File: config.mk
export PLATFORM = sky130hd
export DESIGN_NAME = if_id_buffer
export DESIGN_NICKNAME = d
export VERILOG_FILES = /design/src/rtl/if_id_buffer.sv
export SDC_FILE = /design/constraint.sdc
export NUM_CORES = 1
export LEC_CHECK = 0
export CAP_MARGIN = 0
export CORE_MARGIN = 1.5
export CORE_UTILIZATION = 48
export DETAILED_ROUTE_END_ITERATION = 10
export PLACE_DENSITY = 0.8
export SYNTH_ARGS = -nofsm -noshare
export SYNTH_HDL_FRONTEND = slang
export SYNTH_SLANG_ARGS = --single-unit
File: constraint.sdc
create_clock -name clk -period 6.7 [get_ports clk]
set_input_delay 1.34 -clock clk [delete_from_list [all_inputs] [get_ports clk]]
set_output_delay 1.34 -clock clk [all_outputs]
set_load 0.01 [all_outputs]
File: src/rtl/if_id_buffer.sv
// if_id_buffer: in-order fetch-to-decode FIFO of {pc, inst} pairs.
// Raises pc_stop while full so the PC register holds, and drops every
// buffered instruction in a single cycle on a redirect (flush).
module if_id_buffer #(
  parameter int DEPTH = 2,
  parameter int XLEN  = 32
) (
  input  logic                       clk,
  input  logic                       rst,
  input  logic                       if_valid,
  input  logic [XLEN-1:0]            if_pc,
  input  logic [XLEN-1:0]            if_inst,
  output logic                       if_ready,
  output logic                       pc_stop,
  input  logic                       flush,
  output logic                       id_valid,
  output logic [XLEN-1:0]            id_pc,
  output logic [XLEN-1:0]            id_inst,
  output logic [XLEN-1:0]            id_pc4,
  input  logic                       id_ready,
  output logic [$clog2(DEPTH+1)-1:0] count
);

  localparam int PW = $clog2(DEPTH);
  localparam int CW = $clog2(DEPTH + 1);
  localparam logic [XLEN-1:0] NOP_INST = XLEN'(32'h0000_0013);

  logic [XLEN-1:0] pc_mem_r   [DEPTH];
  logic [XLEN-1:0] inst_mem_r [DEPTH];
  logic [PW-1:0]   wr_ptr_r;
  logic [PW-1:0]   rd_ptr_r;
  logic [CW-1:0]   count_r;

  logic full_s;
  logic empty_s;
  logic push_s;
  logic pop_s;

  // Occupancy flags and the qualified push/pop strobes; flush masks both.
  always_comb begin
    full_s  = (count_r == CW'(DEPTH));
    empty_s = (count_r == {CW{1'b0}});
    push_s  = if_valid & ~full_s & ~flush;
    pop_s   = ~empty_s & id_ready & ~flush;
  end

  // Pointer and occupancy update; flush returns the buffer to its empty state.
  always_ff @(posedge clk or posedge rst) begin
    if (rst) begin
      wr_ptr_r <= {PW{1'b0}};
      rd_ptr_r <= {PW{1'b0}};
      count_r  <= {CW{1'b0}};
    end else if (flush) begin
      wr_ptr_r <= {PW{1'b0}};
      rd_ptr_r <= {PW{1'b0}};
      count_r  <= {CW{1'b0}};
    end else begin
      if (push_s) begin
        wr_ptr_r <= wr_ptr_r + PW'(1);
      end else begin
        wr_ptr_r <= wr_ptr_r;
      end
      if (pop_s) begin
        rd_ptr_r <= rd_ptr_r + PW'(1);
      end else begin
        rd_ptr_r <= rd_ptr_r;
      end
      case ({push_s, pop_s})
        2'b10:   count_r <= count_r + CW'(1);
        2'b01:   count_r <= count_r - CW'(1);
        default: count_r <= count_r;
      endcase
    end
  end

  // Entry storage; contents are don't-care once the slot is not occupied.
  always_ff @(posedge clk) begin
    if (push_s) begin
      pc_mem_r[wr_ptr_r]   <= if_pc;
      inst_mem_r[wr_ptr_r] <= if_inst;
    end else begin
      pc_mem_r[wr_ptr_r]   <= pc_mem_r[wr_ptr_r];
      inst_mem_r[wr_ptr_r] <= inst_mem_r[wr_ptr_r];
    end
  end

  // Head presentation: the oldest entry, or a NOP bubble with zeroed pc when empty.
  always_comb begin
    if_ready = ~full_s;
    pc_stop  = full_s & ~flush;
    id_valid = ~empty_s;
    count    = count_r;
    if (empty_s) begin
      id_pc   = {XLEN{1'b0}};
      id_inst = NOP_INST;
      id_pc4  = {XLEN{1'b0}};
    end else begin
      id_pc   = pc_mem_r[rd_ptr_r];
      id_inst = inst_mem_r[rd_ptr_r];
      id_pc4  = pc_mem_r[rd_ptr_r] + XLEN'(4);
    end
  end

endmodule

-- Word level (Yosys, flattened, before mapping)
Memory sizes are Yosys's and may differ from the RTL's.
Cells that the tools add are included.
Widths: inputs -> output; s select.
- $add $sub $neg: 5
- multipliers: 0
- divide/modulo/power cells: 0
- magnitude comparators: 0
- equal/unequal tests: 4
- shifts and indexed selects: 0
- mux-type cells: 14
- bitwise operators: 10
- reduce and logical (&&, ||, !) cells: 5
- operators with widths (kind ; count):
    $mux 32 ; 5
    $add 32x3->32 const B ; 1
    $mux 1 ; 7
    $and 1x1->1 ; 5
    $eq 2x2->1 const B ; 2
    $pmux 2 s2 ; 1
    $reduce_bool 2->1 ; 2
    $not 1->1 ; 3
    $reduce_bool 3->1 ; 1
    $add 1x1->1 const B ; 2
    $add 2x1->2 const B ; 1
    $eq 2x1->1 const B ; 1
    $logic_not 2->1 ; 1
    $mux 2 ; 1
    $or 1x1->1 ; 2
    $reduce_and 2->1 ; 1
    $sub 2x1->2 const B ; 1
    $ne 0x0->1 ; 1
- register bits: 4
- latch bits: 0
- memory bits (writable): 128
- bits in read-only memories: 0
- output and inout bits: 101
- memories kept: 2
- memory list (name ; depth ; width ; rd ports ; clocked after Yosys merged registers in ; wr ports ; line ; source):
    inst_mem_r ; 2 ; 32 ; 1 ; 0 ; 1 ; 29 ; logic [XLEN-1:0] inst_mem_r [DEPTH];
    pc_mem_r ; 2 ; 32 ; 1 ; 0 ; 1 ; 28 ; logic [XLEN-1:0] pc_mem_r [DEPTH];

-- Logic depth before layout (Yosys ltp)
- depth in word-level cells: 7
- mapped depth: 11
- mapped depth without buffers: 7

-- Worst setup path after synthesis
Ideal clock, no wire load.
- path kind: input port to flip-flop
- from: input port if_valid
- to: memory inst_mem_r[1][0], enable pin
- arrival: 6115 ps
- data required time: 6121 ps
- slack: 6 ps
- cell stages on the path: 2
- path through: nand2_1 nor3b_1
- longest elaborated chain between the ends: 5
- ends and longest elaborated chain (element ; line ; source):
    start, declared ; 10 ; input logic if_valid,
    $and 1x1->1 * (2 in a row) ; 43 ; push_s = if_valid & ~full_s & ~flush;
    $mux 1 (on tied branches) ; 78, 83 ;
    $mux 1 (implied by the code) or $reduce_and 2->1 (tied branches) ; n/a ;
    $or 1x1->1 (no source line) * ; n/a ;
    end, declared ; 29 ;
Every way passes the cells marked *; elsewhere a longest branch is shown, timed or not.

-- Worst setup path after layout
- from: register rd_ptr_r
- to: output port id_pc4[29]
- longest elaborated chain between the ends: 3
- ends and longest elaborated chain (element ; line ; source):
    start, declared ; 31 ; logic [PW-1:0] rd_ptr_r;
    start signal, assigned ; 51 ; rd_ptr_r <= {PW{1'b0}};
    start signal, assigned ; 55 ; rd_ptr_r <= {PW{1'b0}};
    start signal, assigned ; 64 ; rd_ptr_r <= rd_ptr_r + PW'(1);
    $mem_v2 2x32 ; n/a ;
    $add 32x3->32 ; 100 ; id_pc4 = pc_mem_r[rd_ptr_r] + XLEN'(4);
    $mux 32 ; 93 ; if (empty_s) begin
    end, declared ; 19 ; output logic [XLEN-1:0] id_pc4,
No other way between the ends.

==> impl_metrics.tcl <==
set metrics [dict create \
    crit_path_start_kind "register" \
    portBuffers 169 \
    cts.clk_slew.worst_paths_ns 0.05 \
    fin_ws_ns 1.165 \
    yosysSeqAreaShare 0.6472 \
    drc_errors 0 \
    synth_common_cells "128 x edfxtp_1, 82 x nor2_1, 56 x mux2i_1" \
    drive_gt1_frac 0.08411 \
    grt_pass1_wl_um 21900 \
    p_total_w 0.002259 \
    synth_cells 460 \
    diodes 0 \
    dieArea_sq_um 13380 \
    grt_overflow 0 \
    reg2reg_depth 6 \
    status "finished, final reports clean" \
    timing.setup.tns_ns 0 \
    ir_drop_v 0.0001689 \
    critical_path.max_fanout 68 \
    clock-sinks 132 \
    cts_setup_buffers 0 \
    worstPathArrival_ns 4.20 \
    r2r-end "rd_ptr_r" \
    firstDrtPassIters 5 \
    drv_cap 0 \
    switching_share 0.2286 \
    crit_end "id_pc4[29]" \
    numCtsBuffers 17 \
    slew_headroom 0.4085 \
    r2r-start "count[0]" \
    synth_largest_area_cell "edfxtp_1" \
    clock_latency_ns 0.41 \
    h-tree-depth 4 \
    yosys.cell_types.count 49 \
    hold_class "reg2reg" \
    final_nets 699 \
    cts_tree "built" \
    synthToLayoutAreaGrowth_pct 40.21 \
    critPathCaptureType "output pin" \
    synth_edf_count 128 \
    ctsLongestPathBuffers 2 \
    dp_slack_ns 1.610 \
    die_h_um 115.7 \
    synth_top_cells_by_area "edfxtp_1 63%, mux2i_1 9.2%, nor2_1 5.1%" \
    final_hold_viol_count 0 \
    coreArea_sq_um 12210 \
    root_buffer "clkbuf_16" \
    initial_core_util 0.4990 \
    dr.first_iter.drc_count 324 \
    dpl-instance-area_sq_um 7928 \
    ant_nets 0 \
    wl_um 13980 \
    power.switching_w 0.0005164 \
    grt_max_degree 76 \
    finalSetupViolCount 0 \
    via_per_inst 5.353 \
    p_per_area_nw_per_um2 264.4 \
    crit_start "rd_ptr_r" \
    grt_pass1_vias 4419 \
    synth_nets 530 \
    synth_warnings 0 \
    worst_pin_slew_ns 0.8873 \
    grt_antenna_before_repair 1 \
    power_leakage_nw 2.849 \
    wl_per_cell_um 17.26 \
    fin_crit_sh 0.8261 \
    netlist_area_sq_um 6093 \
    avgSynthCellArea_sq_um 13.25 \
    placedCellCount 778 \
    p_seq_frac 0.432 \
    yosysTopAreaCellShare 0.6308 \
    fp.dieW_um 115.7 \
    grt_use_total 0.2186 \
    place_congestion 0.8105 \
    rsz0062_at_grt "no" \
    dpl.hpwl_um 9380 \
    io_pins 170 \
    max_freq_mhz 180.7 \
    yosys.cell_count.top_type "edfxtp_1" \
    required_ns 5.36 \
    final_area_sq_um 8543 \
    synth-seq-cells 132 \
    path_class "reg2out" \
    synthArstFlopShare 0.03030 \
    via_count 4336 \
    stdcell_count 810 \
    clock_skew_ns 0.01028 \
    synthFlopType "edfxtp_1" \
    layout_min_cycle_time_ns 5.535 \
    internal_power_w 0.001743 \
    share_comb_of_total_power 0.149 \
    num_rows 40 \
    clock_power_share 0.419 \
    r2r_slack_ns 4.27 \
    slew_viol_final 0 \
    cts_hold_buf 0 \
    post_cts_resized 0 \
]
## flip-flops by register name, indices dropped and copies added (netlist names)
signal	flops
inst_mem_r	64
pc_mem_r	64
count	2
rd_ptr_r	1
wr_ptr_r	1
## area by class of cell
class / instances / area, sq um
Multi-Input combinational cell: 302 / 2037
Sequential cell: 132 / 3948
Clock buffer: 18 / 429.2
Clock inverter: 14 / 186.4
Fill cell: 876 / 3669
Inverter: 3 / 11.26
Tap cell: 168 / 210.2
Timing Repair Buffer: 173 / 1722
## kinds of logic (layout without fill, tap and decap cells)
group,Yosys count,after routing,share of synthesized area
flops,132,132,0.6472
mux,66,66,0.1105
xor+xnor,14,14,0.02012
buf+inv,26,208,0.02136
fa+ha+maj,1,1,0.002053
simple gates,177,177,0.1462
compound gates,44,44,0.05257
## per-layer routing
layer / GRT usage / wire [um] / vias up
met3: 0.06328 / 1064 / 15
met4: 0.08211 / 162 / 2
met1: 0.2768 / 5942 / 2073
met2: 0.3598 / 6796 / 192
met5: 0 / 13 / -
li1: - / - / 2054
## through the flow
step | util | hold WS (ns)
finish | 0.6996 | 0.5867
detailed placement | 0.6492 | 0.5760
CTS | 0.6996 | 0.5907
global placement | 0.6492 | 0.5561
global route | 0.6996 | 0.6455
floorplan | - | 0.5195
## cell usage in the layout (no fill, tap or decap), drive strengths merged, types with 2 or more instances in the layout
cell type and count:
clkdlybuf4s50 169, edfxtp 128, nor2 82, mux2i 56, nand2 27, clkbuf 18
nand3 14, xnor2 10, a21oi 10, mux2 10, and2 9, nand3b 9
o21ai 9, nand4 9, o31ai 6, nor3 6, a22oi 6, clkinv 6
nand2b 5, xor2 4, nor2b 4, bufinv 4, clkinvlp 4, buf 4
dfrtp 4, inv 3, a32oi 3, a31oi 3, nand4b 3, o41ai 2
nor4 2, nor3b 2
## critical path, cell delays in order (launching register included)
cell	delay [ns]
dfrtp_4	0.99
buf_4	0.62
nand3_1	0.21
a22oi_2	0.28
nand4_4	0.21
or4b_1	0.61
mux2_1	0.34
clkdlybuf4s50_1	0.48
## how the worst min path moves through the flow
stage / startpoint / end / depth (start not counted)
3_3_place_gp: wr_ptr_r / wr_ptr_r / 2
5_1_grt: wr_ptr_r / wr_ptr_r / 2
4_1_cts: wr_ptr_r / wr_ptr_r / 2
6_report: wr_ptr_r / wr_ptr_r / 2
3_5_place_dp: wr_ptr_r / wr_ptr_r / 2
2_1_floorplan: wr_ptr_r / wr_ptr_r / 2
## power by group through the flow
| stage | Combinational (W) | Sequential, W | Clock [W] |
|---|---|---|---|
| floorplan | 0.000175 | 0.000979 | 0 |
| global placement | 0.000332 | 0.000989 | 0 |
| detailed placement | 0.000337 | 0.000991 | 0 |
| CTS | 0.000340 | 0.000975 | 0.000963 |
| global route | 0.000363 | 0.000979 | 0.00100 |
| finish | 0.000337 | 0.000975 | 0.000947 |
Power figures use the tool's default switching activity.
